`src/rtl/rv_ctrl_pipe.sv`:
```
// rv_ctrl_pipe: pipelined control unit for the five-stage RV32I core.
// Decodes the opcode in D and carries the control word through the E, M and W
// registers so each stage sees controls aligned with its datapath. It honours
// hazard-unit flushes and D-stage bubbles, and flags and counts illegal opcodes.
//
// Build option: define RV_CTRL_UJ_EN to decode JAL, JALR, LUI and AUIPC.
// Without it those four opcodes are treated as illegal.
//
// Flow control: there is no ready/backpressure. InstrValidD=1 means D holds a
// real instruction that is accepted into E on this rising edge, unless FlushE
// is high. InstrValidD=0 or FlushE=1 loads a bubble (all-zero word) into E.
// M and W always advance, one instruction per cycle.
module rv_ctrl_pipe #(
    parameter int ILL_CNT_W = 8
) (
    input  logic                 clk,
    input  logic                 rst,
    input  logic                 InstrValidD,
    input  logic [6:0]           OpD,
    input  logic                 FlushE,
    output logic [2:0]           ImmSrcD,
    output logic                 RegWriteE,
    output logic                 ALUSrcE,
    output logic                 ALUSrcAE,
    output logic                 MemWriteE,
    output logic                 BranchE,
    output logic                 JumpE,
    output logic [1:0]           ResultSrcE,
    output logic [1:0]           ALUOpE,
    output logic                 RegWriteM,
    output logic                 MemWriteM,
    output logic [1:0]           ResultSrcM,
    output logic                 RegWriteW,
    output logic [1:0]           ResultSrcW,
    output logic                 IllegalE,
    output logic [ILL_CNT_W-1:0] IllCnt
);

    typedef struct packed {
        logic       regWrite;
        logic       aluSrc;
        logic       aluSrcA;
        logic       memWrite;
        logic       branch;
        logic       jump;
        logic [1:0] resultSrc;
        logic [1:0] aluOp;
    } ctrlWordT;

    localparam logic [ILL_CNT_W-1:0] CNT_ONE = ILL_CNT_W'(1);
    localparam logic [ILL_CNT_W-1:0] CNT_MAX = '1;

    ctrlWordT   decWord;
    logic [2:0] decImm;
    logic       decLegal;
    logic       illegalD;

    ctrlWordT   eWord;
    logic       mRegWrite;
    logic       mMemWrite;
    logic [1:0] mResultSrc;
    logic       wRegWrite;
    logic [1:0] wResultSrc;

    // Opcode decode: unknown opcodes leave the word all-zero and clear decLegal.
    always_comb begin
        decWord  = '0;
        decImm   = 3'b000;
        decLegal = 1'b1;
        case (OpD)
            7'b0110011: begin
                decWord.regWrite = 1'b1;
                decWord.aluOp    = 2'b10;
            end
            7'b0010011: begin
                decWord.regWrite = 1'b1;
                decWord.aluSrc   = 1'b1;
                decWord.aluOp    = 2'b10;
            end
            7'b0000011: begin
                decWord.regWrite  = 1'b1;
                decWord.aluSrc    = 1'b1;
                decWord.resultSrc = 2'b01;
            end
            7'b0100011: begin
                decImm           = 3'b001;
                decWord.aluSrc   = 1'b1;
                decWord.memWrite = 1'b1;
            end
            7'b1100011: begin
                decImm         = 3'b010;
                decWord.branch = 1'b1;
                decWord.aluOp  = 2'b01;
            end
`ifdef RV_CTRL_UJ_EN
            7'b1101111: begin
                decImm            = 3'b011;
                decWord.regWrite  = 1'b1;
                decWord.jump      = 1'b1;
                decWord.resultSrc = 2'b10;
            end
            7'b1100111: begin
                decWord.regWrite  = 1'b1;
                decWord.aluSrc    = 1'b1;
                decWord.jump      = 1'b1;
                decWord.resultSrc = 2'b10;
            end
            7'b0110111: begin
                decImm           = 3'b100;
                decWord.regWrite = 1'b1;
                decWord.aluSrc   = 1'b1;
                decWord.aluOp    = 2'b11;
            end
            7'b0010111: begin
                decImm           = 3'b100;
                decWord.regWrite = 1'b1;
                decWord.aluSrc   = 1'b1;
                decWord.aluSrcA  = 1'b1;
            end
`endif
            default: begin
                decLegal = 1'b0;
            end
        endcase
    end

    // The extender only sees a format for a real, legal instruction.
    assign ImmSrcD  = InstrValidD ? decImm : 3'b000;
    assign illegalD = InstrValidD & ~decLegal;

    // E register: flush beats bubble beats a real decoded word.
    always_ff @(posedge clk) begin
        if (rst) begin
            eWord    <= '0;
            IllegalE <= 1'b0;
        end else if (FlushE) begin
            eWord    <= '0;
            IllegalE <= 1'b0;
        end else if (!InstrValidD) begin
            eWord    <= '0;
            IllegalE <= 1'b0;
        end else begin
            eWord    <= decWord;
            IllegalE <= illegalD;
        end
    end

    // M and W never stall or flush; bubbles simply propagate.
    always_ff @(posedge clk) begin
        if (rst) begin
            mRegWrite  <= 1'b0;
            mMemWrite  <= 1'b0;
            mResultSrc <= 2'b00;
            wRegWrite  <= 1'b0;
            wResultSrc <= 2'b00;
        end else begin
            mRegWrite  <= eWord.regWrite;
            mMemWrite  <= eWord.memWrite;
            mResultSrc <= eWord.resultSrc;
            wRegWrite  <= mRegWrite;
            wResultSrc <= mResultSrc;
        end
    end

    // Saturating count of illegal instructions that reached E.
    always_ff @(posedge clk) begin
        if (rst) begin
            IllCnt <= '0;
        end else if (IllegalE && (IllCnt != CNT_MAX)) begin
            IllCnt <= IllCnt + CNT_ONE;
        end
    end

    assign RegWriteE  = eWord.regWrite;
    assign ALUSrcE    = eWord.aluSrc;
    assign ALUSrcAE   = eWord.aluSrcA;
    assign MemWriteE  = eWord.memWrite;
    assign BranchE    = eWord.branch;
    assign JumpE      = eWord.jump;
    assign ResultSrcE = eWord.resultSrc;
    assign ALUOpE     = eWord.aluOp;
    assign RegWriteM  = mRegWrite;
    assign MemWriteM  = mMemWrite;
    assign ResultSrcM = mResultSrc;
    assign RegWriteW  = wRegWrite;
    assign ResultSrcW = wResultSrc;

endmodule

```
`config.mk`:
```
export PLATFORM = sky130hd
export DESIGN_NAME = rv_ctrl_pipe
export DESIGN_NICKNAME = d
export VERILOG_FILES = /design/src/rtl/rv_ctrl_pipe.sv
export SDC_FILE = /design/constraint.sdc
export NUM_CORES = 1
export LEC_CHECK = 0
export ABC_AREA = 0
export CAP_MARGIN = 20
export CELL_PAD_IN_SITES_DETAIL_PLACEMENT = 0
export CELL_PAD_IN_SITES_GLOBAL_PLACEMENT = 1
export CORE_MARGIN = 8
export CORE_UTILIZATION = 25
export DETAILED_ROUTE_END_ITERATION = 16
export PLACE_DENSITY_LB_ADDON = 0.1
export SLEW_MARGIN = 30
export SYNTH_ARGS = -nofsm -noshare
export SYNTH_HDL_FRONTEND = slang
export SYNTH_SLANG_ARGS = --single-unit
```
`constraint.sdc`:
```
create_clock -name clk -period 1.5 [get_ports clk]
set_clock_uncertainty 0.15 [all_clocks]
set_input_delay 0.3 -clock clk [delete_from_list [all_inputs] [get_ports clk]]
set_output_delay 0.3 -clock clk [all_outputs]
set_load 0.02 [all_outputs]
```
==> impl_metrics.yaml <==
timing:
  timing.fmax_mhz: 672
  grt_setup_unrepaired: "yes"
  report.final.slew_viol_count: 0
  final_critical_path_setup_slack_ns: 0.0118
  period_share: 0.992
  finalHoldViolCount: 0
  fin_hold_ws_ns: 0.134
  layout_min_cycle_time_ns: 1.49
  finalSetupViolations: 0
power_and_ir_drop:
  switching_power_uw: 229
  ir_drop_mv: 0.257
  total_power_per_unit_cell_area_nw_per_um2: 729
  netSwitchingFraction: 0.225
  seq_power_share: 0.528
  power_frac_comb: 0.100
  cell_internal_pwr_uw: 786
  static-leakage-power_uw: 0.000649
  clock_power_share: 0.372
  total_power_uw: 1010
finish:
  post_route_cells_drive_above_1_share: 0.338
  finish.net_count: 155
  most_common_library_cell_in_the_layout_ignoring_fill_and_taps: "sky130_fd_sc_hd__buf_4"
  largest_reg_flops: 8
  stdcell_area_sq_um: 1390
  max_flop_register: "IllCnt"
  insertedDiodeCount: 0
  syn_to_final_growth_pct: 60.1
  fillCellCount: 356
  most-common-layout-cells: "sky130_fd_sc_hd__buf_4, sky130_fd_sc_hd__dfxtp_1, sky130_fd_sc_hd__dlygate4sd2_1, sky130_fd_sc_hd__nor2_1, sky130_fd_sc_hd__nor2b_1"
  finish.utilization: 0.417
yosys:
  synth-simple-area-share: 0.279
  post_synth_num_cell_types: 32
  netlist_instances: 91
  synth.yosys.warnings: 0
  synth_top_family_by_area: "simple AND/OR/NAND/NOR gates"
  synthMuxAreaShare: 0.0460
  synthAdderAreaFrac: 0.0144
  post_synth_instance_area_sq_um: 870
  ys_ff_latch: 20
  post_synth.cell_area_avg_sq_um: 9.56
  yosys.area_share.xor_xnor: 0
  synth_compound_gate_area_share: 0.117
  ys_seq_area_frac: 0.460
drt:
  antenna_violation_net_count_after_detailed_routing: 0
  route.detailed.drc: 0
  routed-via-count: 804
  detailedRoute.firstPassIterationCount: 4
  detail_route.wl_per_cell_um: 11.5
  drt_iter0_markers: 26
  postRouteWirelength_um: 2150
  via_per_inst: 4.28
setup_path:
  endpoint: "ImmSrcD[1]"
  critPathArrivalTime_ns: 1.04
  worst_path_dominant_cell_family: "simple AND/OR/NAND/NOR gates"
  worst-path-max-fanout: 3
  crit_slowest_cell: "sky130_fd_sc_hd__and4bb_2"
  worstPathRequired_ns: 1.05
  worstSetupStartpoint: "OpD[2]"
  setup.worst_path.start_class: "input pin"
  setup.worst_path.end_class: "primary output"
  reg2reg_slack_ns: 0.03
  slowest_delay_ns: 0.31
  worst-path-buf-inv: 2
  cells_along_the_critical_path: "buf_6 > and4bb_2 > and4_1 > buf_6"
  cp.depth: 4
  cpMostUsedCell: "sky130_fd_sc_hd__buf_6"
  reg2reg_from: "IllCnt[1]"
  r2r_cells: 4
  rr_endpoint: "IllCnt[0]"
  worst-setup-path-type: "input pin to primary output"
place:
  dp_hpwl_um: 1730
  gpl.final_weighted_congestion: 0.759
  pre_cts_setup_slack_ns: -0.793
  placement.io_buffers: 33
  post_dp_cell_area_sq_um: 1360
die:
  core.rowCount: 21
  core_area_sq_um: 3340
  pin_count: 40
  floorplan.initialDensity: 0.261
  die_h_um: 75.0
  die-width_um: 75.0
  design.die.area_sq_um: 5620
global_routing:
  grt_pass1_wl_um: 3620
  antenna_found_initial: 0
  grt_usage: 0.0810
  grt_overflow: 0
  grt_pass1_vias: 849
  grt_start_max_net_pins: 13
cts:
  tritoncts_clock_tree: "built"
  cts-hold-fix-buffers: 0
  clk_transition_reported_paths_ns: 0.12
  cts-buffers-inserted: 3
  insertion_delay_ns: 0.30
  tritoncts_num_sinks: 20
  cts-root-to-sink-buffers: 2
  clock_tree.root_cell: "sky130_fd_sc_hd__clkbuf_4"
  htree_num_levels: 1
flow_run:
  cap_violations: 0
outcome:
  run_status: "completed"
hold_path:
  min-delay-path-class: "input pin to register"
[stage by stage]
stage	setup TNS, ns	cells
after floorplan	0	96
after global placement	-2.76	183
after detailed placement	-2.67	183
after CTS	0	187
after global routing	-0.0253	188
final	0	188
[power groups by stage]
stage / Clock, uW / Combinational (uW) / Sequential (uW)
after floorplan: 0 / 50.5 / 554
after global routing: 414 / 110 / 537
after global placement: 0 / 104 / 549
final: 378 / 101 / 536
after CTS: 391 / 99.1 / 538
after detailed placement: 0 / 104 / 550
[routing by layer]
metal / vias to the layer above / track usage / wire length (um)
li1: 409 / - / -
met1: 368 / 0.0921 / 973
met2: 25 / 0.131 / 979
met3: 2 / 0.0200 / 159
met4: 0 / 0.0522 / 40
met5: - / 0 / 0
[worst min-delay path: stages]
cell                       delay [ns]
sky130_fd_sc_hd__clkbuf_2        0.10
sky130_fd_sc_hd__buf_4           0.11
sky130_fd_sc_hd__nor3_1          0.04
[cells by family after synthesis]
kind of cell               count (synthesis)
and+or+nand+nor                           41
DFF                                       20
AOI/OAI and AO/OA                         14
buffers and inverters                     11
muxes                                      3
adders and majority gates                  1
other                                      1
[what timing repair did]
item | in CTS | in global routing
endpoints found under the setup margin | 23 | 10
gates resized for setup | 56 | 15
pin swaps | 4 | 1
buffers inserted | 0 | 1
[cells in the mapped netlist (all sizes together)]
cell type / instances / area [sq um]
nand2b: 3 / 18.8
buf: 8 / 57.6
a21boi: 1 / 11.3
mux2: 2 / 30.0
nand4: 2 / 12.5
and3: 3 / 25.0
a31oi: 1 / 6.26
nor2b: 9 / 56.3
and2: 1 / 6.26
nand3: 4 / 20.0
a41o: 1 / 11.3
nor4: 1 / 6.26
nand2: 3 / 11.3
nand4b: 1 / 8.76
a211oi: 4 / 30.0
clkbuf: 1 / 3.75
inv: 2 / 7.51
nor2: 8 / 30.0
nor3: 3 / 15.0
and4: 2 / 20.0
a21oi: 6 / 33.8
and4bb: 1 / 12.5
conb: 1 / 3.75
ha: 1 / 12.5
dfxtp: 20 / 400
mux2i: 1 / 10.0
a41oi: 1 / 8.76
[final cells by class]
class,count,area (sq um),share of cell area
Inverter,2,7.51,0.00539
Multi-Input combinational cell,65,459,0.330
Clock buffer,4,47.5,0.0341
Tap cell,46,57.6,0.0413
Sequential cell,20,408,0.293
Timing Repair Buffer,51,413,0.296
[worst min path at each step]
| stage | from | endpoint | slack, ns | cells after the start |
|---|---|---|---|---|
| finish | OpD[5] | ResultSrcE[0] | 0.13 | 3 |
| global placement | ResultSrcM[0] | ResultSrcW[0] | 0.30 | 1 |
| detailed placement | RegWriteM | RegWriteW | 0.31 | 1 |
| CTS | OpD[5] | ResultSrcE[0] | 0.23 | 3 |
| global route | OpD[5] | ResultSrcE[0] | 0.13 | 3 |
| floorplan | OpD[5] | ResultSrcE[0] | 0.23 | 1 |
Power figures use the tool's default switching activity.
